$ cat src/rtl/chacha_stream_ctrl.sv
`default_nettype none
// ============================================================================
// Module   : chacha_stream_ctrl
// Purpose  : Bus master that drives the chacha register block to encrypt or
//            decrypt a message presented as a stream of 32-bit words. Rounds,
//            key and IV are programmed once per message; each 64-byte block is
//            loaded, triggered (init for the first block, next afterwards),
//            polled for completion and drained to the output stream.
// Ports    : clk, reset            - clock, synchronous active-high reset
//            start/key/iv/rounds   - message request and its parameters
//            in_*                  - ready/valid input word stream
//            out_*                 - ready/valid output word stream
//            cc_*                  - chacha register bus (1-cycle accesses)
//            busy/done/error       - message status
//            block_count           - blocks completed in current message
// Revision : 1.0 - initial release
// ============================================================================
module chacha_stream_ctrl #(
  parameter int TIMEOUT_CYCLES = 1024,
  parameter int CNT_W          = 32
) (
  input  logic             clk,
  input  logic             reset,
  input  logic             start,
  input  logic [255:0]     key,
  input  logic [95:0]      iv,
  input  logic [4:0]       rounds,
  input  logic             in_valid,
  output logic             in_ready,
  input  logic [31:0]      in_data,
  input  logic             in_last,
  output logic             out_valid,
  input  logic             out_ready,
  output logic [31:0]      out_data,
  output logic             out_last,
  output logic             cc_read,
  output logic             cc_write,
  output logic [7:0]       cc_addr,
  output logic [31:0]      cc_write_data,
  input  logic [31:0]      cc_read_data,
  output logic             busy,
  output logic             done,
  output logic             error,
  output logic [CNT_W-1:0] block_count
);

  localparam int PW = $clog2(TIMEOUT_CYCLES + 1);

  localparam logic [3:0] S_IDLE   = 4'd0;
  localparam logic [3:0] S_CFG    = 4'd1;
  localparam logic [3:0] S_LOAD   = 4'd2;
  localparam logic [3:0] S_PAD    = 4'd3;
  localparam logic [3:0] S_TRIG   = 4'd4;
  localparam logic [3:0] S_CLR    = 4'd5;
  localparam logic [3:0] S_SETTLE = 4'd6;
  localparam logic [3:0] S_POLL   = 4'd7;
  localparam logic [3:0] S_DRAIN  = 4'd8;

  localparam logic [7:0] A_CTRL   = 8'h08;
  localparam logic [7:0] A_STATUS = 8'h09;
  localparam logic [7:0] A_ROUNDS = 8'h0b;
  localparam logic [7:0] A_KEY    = 8'h10;
  localparam logic [7:0] A_IV     = 8'h20;
  localparam logic [7:0] A_DIN    = 8'h40;
  localparam logic [7:0] A_DOUT   = 8'h80;

  logic [3:0]       state_q, state_d;
  logic [255:0]     key_q, key_d;
  logic [95:0]      iv_q, iv_d;
  logic [4:0]       rounds_q, rounds_d;
  logic [4:0]       idx_q, idx_d;        // CFG step, then LOAD/PAD word index
  logic [4:0]       n_q, n_d;            // valid words in the current block
  logic [4:0]       rd_idx_q, rd_idx_d;  // next DATA_OUT word to read
  logic             first_q, first_d;
  logic             last_blk_q, last_blk_d;
  logic             settle_q, settle_d;
  logic [PW-1:0]    poll_cnt_q, poll_cnt_d;
  logic             out_valid_q, out_valid_d;
  logic [31:0]      out_data_q, out_data_d;
  logic             out_last_q, out_last_d;
  logic             out_end_q, out_end_d;  // output register holds word n-1
  logic             busy_q, busy_d;
  logic             done_q, done_d;
  logic             error_q, error_d;
  logic [CNT_W-1:0] block_count_q, block_count_d;

  logic [31:0]      data_buf_q [16];
  logic             buf_we;

  logic             w_accept;
  logic             w_pop;
  logic [2:0]       w_kidx;
  logic [1:0]       w_ividx;

  assign w_accept = in_valid && in_ready;
  assign w_pop    = out_valid_q && out_ready;
  assign w_kidx   = 3'(idx_q - 5'd1);
  assign w_ividx  = 2'(idx_q - 5'd9);

  always_comb begin
    state_d       = state_q;
    key_d         = key_q;
    iv_d          = iv_q;
    rounds_d      = rounds_q;
    idx_d         = idx_q;
    n_d           = n_q;
    rd_idx_d      = rd_idx_q;
    first_d       = first_q;
    last_blk_d    = last_blk_q;
    settle_d      = settle_q;
    poll_cnt_d    = poll_cnt_q;
    out_valid_d   = out_valid_q;
    out_data_d    = out_data_q;
    out_last_d    = out_last_q;
    out_end_d     = out_end_q;
    busy_d        = busy_q;
    done_d        = 1'b0;
    error_d       = error_q;
    block_count_d = block_count_q;
    buf_we        = 1'b0;
    in_ready      = 1'b0;
    cc_read       = 1'b0;
    cc_write      = 1'b0;
    cc_addr       = 8'h00;
    cc_write_data = 32'h0;

    // Emptying the output register; a new read below may refill it.
    if (w_pop) begin
      out_valid_d = 1'b0;
      out_last_d  = 1'b0;
      out_end_d   = 1'b0;
    end

    case (state_q)
      S_IDLE: begin
        if (start) begin
          key_d         = key;
          iv_d          = iv;
          rounds_d      = rounds;
          block_count_d = '0;
          error_d       = 1'b0;
          first_d       = 1'b1;
          last_blk_d    = 1'b0;
          busy_d        = 1'b1;
          idx_d         = 5'd0;
          state_d       = S_CFG;
        end
      end

      S_CFG: begin
        cc_write = 1'b1;
        if (idx_q == 5'd0) begin
          cc_addr       = A_ROUNDS;
          cc_write_data = {27'd0, rounds_q};
        end else if (idx_q < 5'd9) begin
          cc_addr       = A_KEY | {5'd0, w_kidx};
          cc_write_data = key_q[{3'd7 - w_kidx, 5'd0} +: 32];
        end else begin
          cc_addr       = A_IV | {6'd0, w_ividx};
          cc_write_data = iv_q[{2'd2 - w_ividx, 5'd0} +: 32];
        end
        idx_d = idx_q + 5'd1;
        if (idx_q == 5'd11) begin
          idx_d   = 5'd0;
          state_d = S_LOAD;
        end
      end

      S_LOAD: begin
        // Leaving LOAD on word 15 or in_last removes in_ready at once.
        in_ready = !idx_q[4];
        if (w_accept) begin
          cc_write      = 1'b1;
          cc_addr       = A_DIN | {4'd0, idx_q[3:0]};
          cc_write_data = in_data;
          buf_we        = 1'b1;
          idx_d         = idx_q + 5'd1;
          if (in_last || idx_q == 5'd15) begin
            n_d        = idx_q + 5'd1;
            last_blk_d = in_last;
            state_d    = (idx_q == 5'd15) ? S_TRIG : S_PAD;
          end
        end
      end

      S_PAD: begin
        cc_write      = 1'b1;
        cc_addr       = A_DIN | {4'd0, idx_q[3:0]};
        cc_write_data = 32'h0;
        idx_d         = idx_q + 5'd1;
        if (idx_q == 5'd15) state_d = S_TRIG;
      end

      S_TRIG: begin
        cc_write      = 1'b1;
        cc_addr       = A_CTRL;
        cc_write_data = first_q ? 32'h1 : 32'h2;
        state_d       = S_CLR;
      end

      S_CLR: begin
        cc_write      = 1'b1;
        cc_addr       = A_CTRL;
        cc_write_data = 32'h0;
        settle_d      = 1'b0;
        state_d       = S_SETTLE;
      end

      S_SETTLE: begin
        // Two quiet cycles so a ready flag from the previous block is not seen.
        settle_d = 1'b1;
        if (settle_q) begin
          poll_cnt_d = '0;
          state_d    = S_POLL;
        end
      end

      S_POLL: begin
        cc_read = 1'b1;
        cc_addr = A_STATUS;
        if (cc_read_data[1:0] == 2'b11) begin
          rd_idx_d = 5'd0;
          state_d  = S_DRAIN;
        end else if (poll_cnt_q == PW'(TIMEOUT_CYCLES - 1)) begin
          error_d = 1'b1;
          busy_d  = 1'b0;
          state_d = S_IDLE;
        end else begin
          poll_cnt_d = poll_cnt_q + PW'(1);
        end
      end

      S_DRAIN: begin
        // Only read when the word can land in the output register now.
        if (rd_idx_q < n_q && (!out_valid_q || out_ready)) begin
          cc_read     = 1'b1;
          cc_addr     = A_DOUT | {4'd0, rd_idx_q[3:0]};
          out_valid_d = 1'b1;
          out_data_d  = cc_read_data ^ data_buf_q[rd_idx_q[3:0]];
          out_end_d   = (rd_idx_q == 5'(n_q - 5'd1));
          out_last_d  = last_blk_q && (rd_idx_q == 5'(n_q - 5'd1));
          rd_idx_d    = rd_idx_q + 5'd1;
        end
        if (w_pop && out_end_q) begin
          block_count_d = block_count_q + CNT_W'(1);
          first_d       = 1'b0;
          idx_d         = 5'd0;
          if (last_blk_q) begin
            done_d  = 1'b1;
            busy_d  = 1'b0;
            state_d = S_IDLE;
          end else begin
            state_d = S_LOAD;
          end
        end
      end

      default: state_d = S_IDLE;
    endcase
  end

  always_ff @(posedge clk) begin
    if (reset) begin
      state_q       <= S_IDLE;
      key_q         <= '0;
      iv_q          <= '0;
      rounds_q      <= '0;
      idx_q         <= '0;
      n_q           <= '0;
      rd_idx_q      <= '0;
      first_q       <= 1'b0;
      last_blk_q    <= 1'b0;
      settle_q      <= 1'b0;
      poll_cnt_q    <= '0;
      out_valid_q   <= 1'b0;
      out_data_q    <= '0;
      out_last_q    <= 1'b0;
      out_end_q     <= 1'b0;
      busy_q        <= 1'b0;
      done_q        <= 1'b0;
      error_q       <= 1'b0;
      block_count_q <= '0;
    end else begin
      state_q       <= state_d;
      key_q         <= key_d;
      iv_q          <= iv_d;
      rounds_q      <= rounds_d;
      idx_q         <= idx_d;
      n_q           <= n_d;
      rd_idx_q      <= rd_idx_d;
      first_q       <= first_d;
      last_blk_q    <= last_blk_d;
      settle_q      <= settle_d;
      poll_cnt_q    <= poll_cnt_d;
      out_valid_q   <= out_valid_d;
      out_data_q    <= out_data_d;
      out_last_q    <= out_last_d;
      out_end_q     <= out_end_d;
      busy_q        <= busy_d;
      done_q        <= done_d;
      error_q       <= error_d;
      block_count_q <= block_count_d;
    end
  end

  // Plaintext/ciphertext copy of the block, XORed back in during DRAIN.
  always_ff @(posedge clk) begin
    if (buf_we) data_buf_q[idx_q[3:0]] <= in_data;
  end

  assign out_valid   = out_valid_q;
  assign out_data    = out_data_q;
  assign out_last    = out_last_q;
  assign busy        = busy_q;
  assign done        = done_q;
  assign error       = error_q;
  assign block_count = block_count_q;

endmodule
`default_nettype wire

$ cat config.mk
export PLATFORM = sky130hd
export DESIGN_NAME = chacha_stream_ctrl
export DESIGN_NICKNAME = d
export VERILOG_FILES = /design/src/rtl/chacha_stream_ctrl.sv
export SDC_FILE = /design/constraint.sdc
export NUM_CORES = 2
export LEC_CHECK = 0
export CAP_MARGIN = 5
export CORE_ASPECT_RATIO = 1.4
export CORE_MARGIN = 4
export CORE_UTILIZATION = 28
export DETAILED_ROUTE_END_ITERATION = 8
export PLACE_DENSITY_LB_ADDON = 0.12
export SETUP_SLACK_MARGIN = 0.15
export SYNTH_ARGS = -nofsm -noshare
export SYNTH_HDL_FRONTEND = slang
export SYNTH_SLANG_ARGS = --single-unit
$ cat constraint.sdc
create_clock -name clk -period 4 [get_ports clk]
set_input_delay 1.2 -clock clk [delete_from_list [all_inputs] [get_ports clk]]
set_output_delay 1.2 -clock clk [all_outputs]
set_load 0.005 [all_outputs]
; Yosys cells after proc, flatten, opt, wreduce, memory -nomap -nowiden
; Memories as Yosys holds them, arrays and structs flattened. A register that Yosys moved wholly into a read port is not among the register bits.
; Index checks and enable logic that the tools add are counted.
[word_totals]
output_inout_bits = 112
ramBits = 512
elab_cells = 169
n_memories = 1
register_bits = 460
input_bits = 427
[op_classes]
add_sub_neg = 9
bitwise = 3
shift = 2
n_reduce_logical = 33
n_lt_le_gt_ge = 2
n_eq_ne = 27
mux = 73
[mem_list]
columns = memory, depth, width, rd, rd_clocked_by_memory_dff, write_ports, line
row1 = data_buf_q, 16, 32, 1, 1, 1, 87  ; logic [31:0] data_buf_q [16];
[ops]
columns = op, n
row1 = $shiftx 256x9->32, 1
row2 = $mux 32, 5
row3 = $pmux 32 s3, 1
row4 = $shiftx 96x8->32, 1
row5 = $pmux 32 s2, 1
row6 = $pmux 8 s6, 1
row7 = $mux 4, 11
row8 = $pmux 4 s9, 1
row9 = $mux 11, 3
row10 = $add 32x1->32 const B, 1
row11 = $xor 32x32->32, 1
row12 = $mux 5, 6
row13 = $mux 1, 27
row14 = $ne 2x2->1 const B, 13
row15 = $pmux 5 s5, 1
row16 = $pmux 11 s2, 1
row17 = $eq 4x3->1 const B, 4
row18 = $reduce_and 4->1, 4
row19 = $mux 6, 2
row20 = $pmux 1 s2, 6
row21 = $reduce_bool 2->1, 6
row22 = $add 11x1->11 const B, 1
row23 = $eq 11x10->1 const B, 1
row24 = $add 5x1->5 const B, 2
row25 = 35 further kinds, 48

; Depth between registers and ports, before layout
[depth]
ltp_word = 7
mapped_depth = 11
depth_no_buf = 8

; Least setup slack after synthesis
; OpenSTA, ideal clock, no wires.
[synth_path]
path_type = reg-to-output
from = register idx_q[0]
to = output cc_write_data[10]
path_buffers = 5
path_slack_ns = 0.135
stages_incl_launch_ff = 11
arrival_ns = 2.665
t_required_ns = 2.800
cell_sequence = dfxtp_1 clkbuf_1 buf_2 inv_2 ha_1 clkbuf_1 clkbuf_1 buf_1 mux4_2 mux2i_1 o221ai_1
[synth_between]
elab_chain_len = 6
word_cells_on_any_way = 11
cone_classes = 4 x add/sub / 1 x order compare / 2 x shift / 3 x mux / 1 x reduce/logical
[synth_rtl]
columns = element, line
row1 = "start, declared", 71  ; logic [4:0] idx_q, idx_d;
row2 = "start signal, assigned", 288  ; idx_q <= idx_d;
row3 = $sub 2x1->2, 98  ; assign w_ividx = 2'(idx_q - 5'd9);
row4 = net w_ividx[0], 93  ; logic [1:0] w_ividx;
row5 = $sub 2x2->2, 160  ; cc_write_data = iv_q[{2'd2 - w_ividx, 5'd0} +: 32];
row6 = $shiftx 96x8->32, 160
row7 = $mux 32, 155  ; end else if (idx_q < 5'd9) begin
row8 = $mux 32, 152  ; if (idx_q == 5'd0) begin
row9 = $pmux 32 s3, 134  ; case (state_q)
row10 = "end, declared", 39  ; output logic [31:0] cc_write_data,
; The timed path passes the listed nets, and every way through them passes these cells.

; Final worst setup path
[layout_path]
from = register idx_q[0]
to = output cc_write_data[1]
[layout_between]
elab_chain_len = 6
word_cells_on_any_way = 11
cone_classes = 4 x add/sub / 1 x order compare / 2 x shift / 3 x mux / 1 x reduce/logical
[layout_rtl]
columns = element, line
row1 = $sub 3x1->3 / $sub 2x1->2 (equally long branches), "97, 98"
row2 = $sub 3x3->3 / $sub 2x2->2 (equally long branches), "157, 160"
row3 = $shiftx 256x9->32 / $shiftx 96x8->32 (equally long branches), "157, 160"
row4 = $mux 32, 155
row5 = $mux 32 (*), 152
row6 = $pmux 32 s3 (*), 134
; Every way passes the cells marked *; elsewhere a longest branch is shown, timed or not.

==> flow_summary.yaml <==
finish:
  area_growth_pct: 36.0
  design_area_um2: 54300
  fin_nets: 4401
  utilization: 0.384
  drive_above_1_share: 0.204
synth:
  yosysSeqAreaShare: 0.618
  ys_seq_elements: 976
  yosys.area.top_type: "edfxtp_1"
  syn_area_per_cell_um2: 12.3
  synth_area_leaders: "edfxtp_1 (39%), dfxtp_1 (23%), mux4_2 (11%), nand2_1 (7.4%), a21oi_1 (4.9%)"
  syn_area_um2: 39900
  synth_fp_nets: 3700
  ys_warn_count: 0
  netlist.area_leader.share: 0.385
  ys_types: 64
  synth-edff-count: 512
  synthFlopType: "edfxtp_1"
  synth_async_sr_flop_share: 0
  syn_inst: 3258
clocking:
  ctsRootBufferMaster: "clkbuf_16"
  cts_buffers: 102
  insertion_delay_ps: 710
  cts_buffer_depth: 3
  clk_pin_slew_ps: 60
  clock_sinks: 976
  cts_max_level: 3
  cts_tree: "yes"
  holdBufCountCts: 0
floorplan:
  die_h_um: 455
  initial_core_util: 0.282
  ioPinCount: 539
  rows: 163
  dieArea_um2: 149000
  placeableCoreArea_um2: 141000
  die_x_um: 327
global_route:
  antenna_found_initial: 21
  track_usage: 0.196
  met2_usage: 0.335
  met1_usage: 0.255
  grt.busiest_layer: "met2"
  gr-total-overflow: 0
  grt_pass1_wl_um: 211000
  met3_usage: 0.0332
  grt_start_max_net_pins: 90
  grt_pass1_vias: 29400
worst_setup_path:
  crit_required_ps: 2800
  r2r_start: "idx_q[0]"
  ff2ff_setup_slack_ps: 1120
  arrival_ps: 2940
  reg2reg_depth: 10
  cp-end-kind: "output port"
  r2r-end: "state_q[0]"
  cp_max_fo: 8
  startpoint: "idx_q[0]"
  critPathLaunchType: "flip-flop"
  critPathKind: "reg2out"
min_path:
  whs_path_depth: 2
  hold_start: "key_q[77]"
  hold_path_class: "reg2reg"
  hold_path_end: "key_q[77]"
run_status:
  violations: "negative setup slack"
  status: "finished, violations left"
routing:
  first_pass_iters: 5
  wire_per_inst_um: 25.1
  routed_wl_um: 149000
  vias_per_cell: 4.80
  ant_nets: 0
  drt_iter0_drc: 1984
  drc: 0
  vias: 28600
power:
  p_leak_nw: 18.1
  power_density_nw_per_um2: 557
  p_sw_frac: 0.305
  power_frac_comb: 0.282
  seqPwrFrac: 0.385
  netSwitchingPower_mw: 9.21
  intPower_mw: 21.0
  vdd_drop_max_mv: 0.345
  p_clk_frac: 0.332
place:
  gp_congestion: 0.805
  hpwl_um: 101000
  portBuffers: 538
  placed_area_um2: 48900
sta:
  period_share: 1.03
  worst_pin_slew_ps: 820
  setup-violations-final: 24
  rsz0062_at_grt: "yes"
  layout_min_cycle_time_ps: 4140
  tns_ps: -1080
  slew_violations: 0
  fin_skew_ps: 22.0
  setup_ws_ps: -137
  fmax_mhz: 242
  hold_viol: 0
  max-slew-margin-rel: 0.453
flow_run:
  maxCapViolations: 0
==> final cells by class <==
cell class | instances | area, um2
Inverter | 23 | 88.8
Antenna cell | 11 | 27.5
Fill cell | 13900 | 87000
Clock inverter | 53 | 699
Clock buffer | 130 | 2790
Sequential cell | 976 | 24700
Timing Repair Buffer | 831 | 8840
Multi-Input combinational cell | 2025 | 14800
Tap cell | 1897 | 2370
==> worst max path at each step <==
stage | endpoint | slack (ps) | depth (start not counted)
floorplan | cc_write_data[14] | 270 | 10
detailed placement | cc_write_data[28] | -400 | 8
global placement | cc_write_data[28] | -370 | 8
global route | cc_write_data[26] | -250 | 10
CTS | cc_write_data[1] | -200 | 9
finish | cc_write_data[1] | -140 | 9
==> sequential cells by signal (all words and copies together) (netlist names), 4 cells and up, named ones only <==
register,flops
iv_q,96
rounds_q,5
rd_idx_q,5
state_q,4
idx_q,5
poll_cnt_q,11
out_data,32
data_buf_q,512
n_q,5
key_q,256
block_count,32
==> worst max-delay path, stage by stage (launching register included) <==
cell and delay [ps]:
dfxtp_4 380, buf_12 110, buf_16 140, buf_6 130
mux4_2 570, nand2_2 120, a311oi_2 100, buf_4 150
a221o_1 330, buf_2 160
==> placed cells by master (no fill, tap or decap), drive strengths merged, types with 5 or more instances in the layout <==
master,Yosys,layout
o211ai,5,5
edfxtp,512,512
nor2,87,87
a22oi,32,32
a211oi,38,38
or3,19,19
and3,12,12
nand4,19,19
clkdlybuf4s50,0,495
nand2,789,789
a221oi,5,5
nand2b,9,9
a21oi,394,394
o21ai,32,32
nor3,13,13
dfxtp,464,464
inv,23,30
and2,19,19
a311oi,5,5
nor4,13,13
bufinv,0,14
mux4,192,192
buf,51,327
mux2,32,32
ha,15,15
xor2,13,13
nand3,22,22
xnor2,52,52
mux2i,125,125
clkbuf,183,132
diode,0,11
clkinv,0,28
nor2b,6,6
o221ai,27,27
==> power groups by stage <==
stage	sequential, mW	combinational, mW	clock, mW
CTS	11.6	8.23	10.4
finish	11.6	8.54	10.0
global placement	11.9	6.83	0
detailed placement	11.9	6.84	0
floorplan	11.7	3.54	0
global route	11.7	9.07	10.7
==> synth_stat cells, drive strengths merged (22+ instances only) <==
cell type  count
nand2        789
edfxtp       512
dfxtp        464
a21oi        394
mux4         192
clkbuf       183
mux2i        125
nor2          87
xnor2         52
buf           51
a211oi        38
a22oi         32
mux2          32
o21ai         32
o221ai        27
inv           23
nand3         22
==> metrics by stage <==
| stage | hold WS, ps | power, mW | cells | setup slack (ps) |
|---|---|---|---|---|
| 3_3_place_gp | 440 | 18.7 | 5635 | -370 |
| 2_1_floorplan | 433 | 15.2 | 3258 | 265 |
| 3_5_place_dp | 443 | 18.7 | 5635 | -399 |
| 6_report | 451 | 30.2 | 5946 | -137 |
| 5_1_grt | 466 | 31.5 | 5939 | -247 |
| 4_1_cts | 452 | 30.2 | 5899 | -205 |
==> cell families (layout without fill, tap and decap cells) <==
logic type,Yosys count,after routing,synth area share
compound gates,561,561,0.0804
xor+xnor,65,65,0.0143
fa+ha+maj,15,15,0.00470
buf+inv,257,1037,0.0255
flops,976,976,0.618
mux,349,349,0.149
other cells,0,11,0
simple gates,1035,1035,0.109
==> timing repair <==
item                       in CTS  in global routing
pin swaps                      36                 29
setup endpoints to repair      42                 40
gates cloned                    8                  0
buffers inserted               73                 36
resized for setup             281                 57
==> metal layers <==
layer | vias up | share of wire
li1 | 13300 | -
met1 | 14300 | 0.43
met2 | 822 | 0.49
met3 | 151 | 0.055
met4 | 2 | 0.024
met5 | - | 0.000060
(Power assumes the default switching activity.)
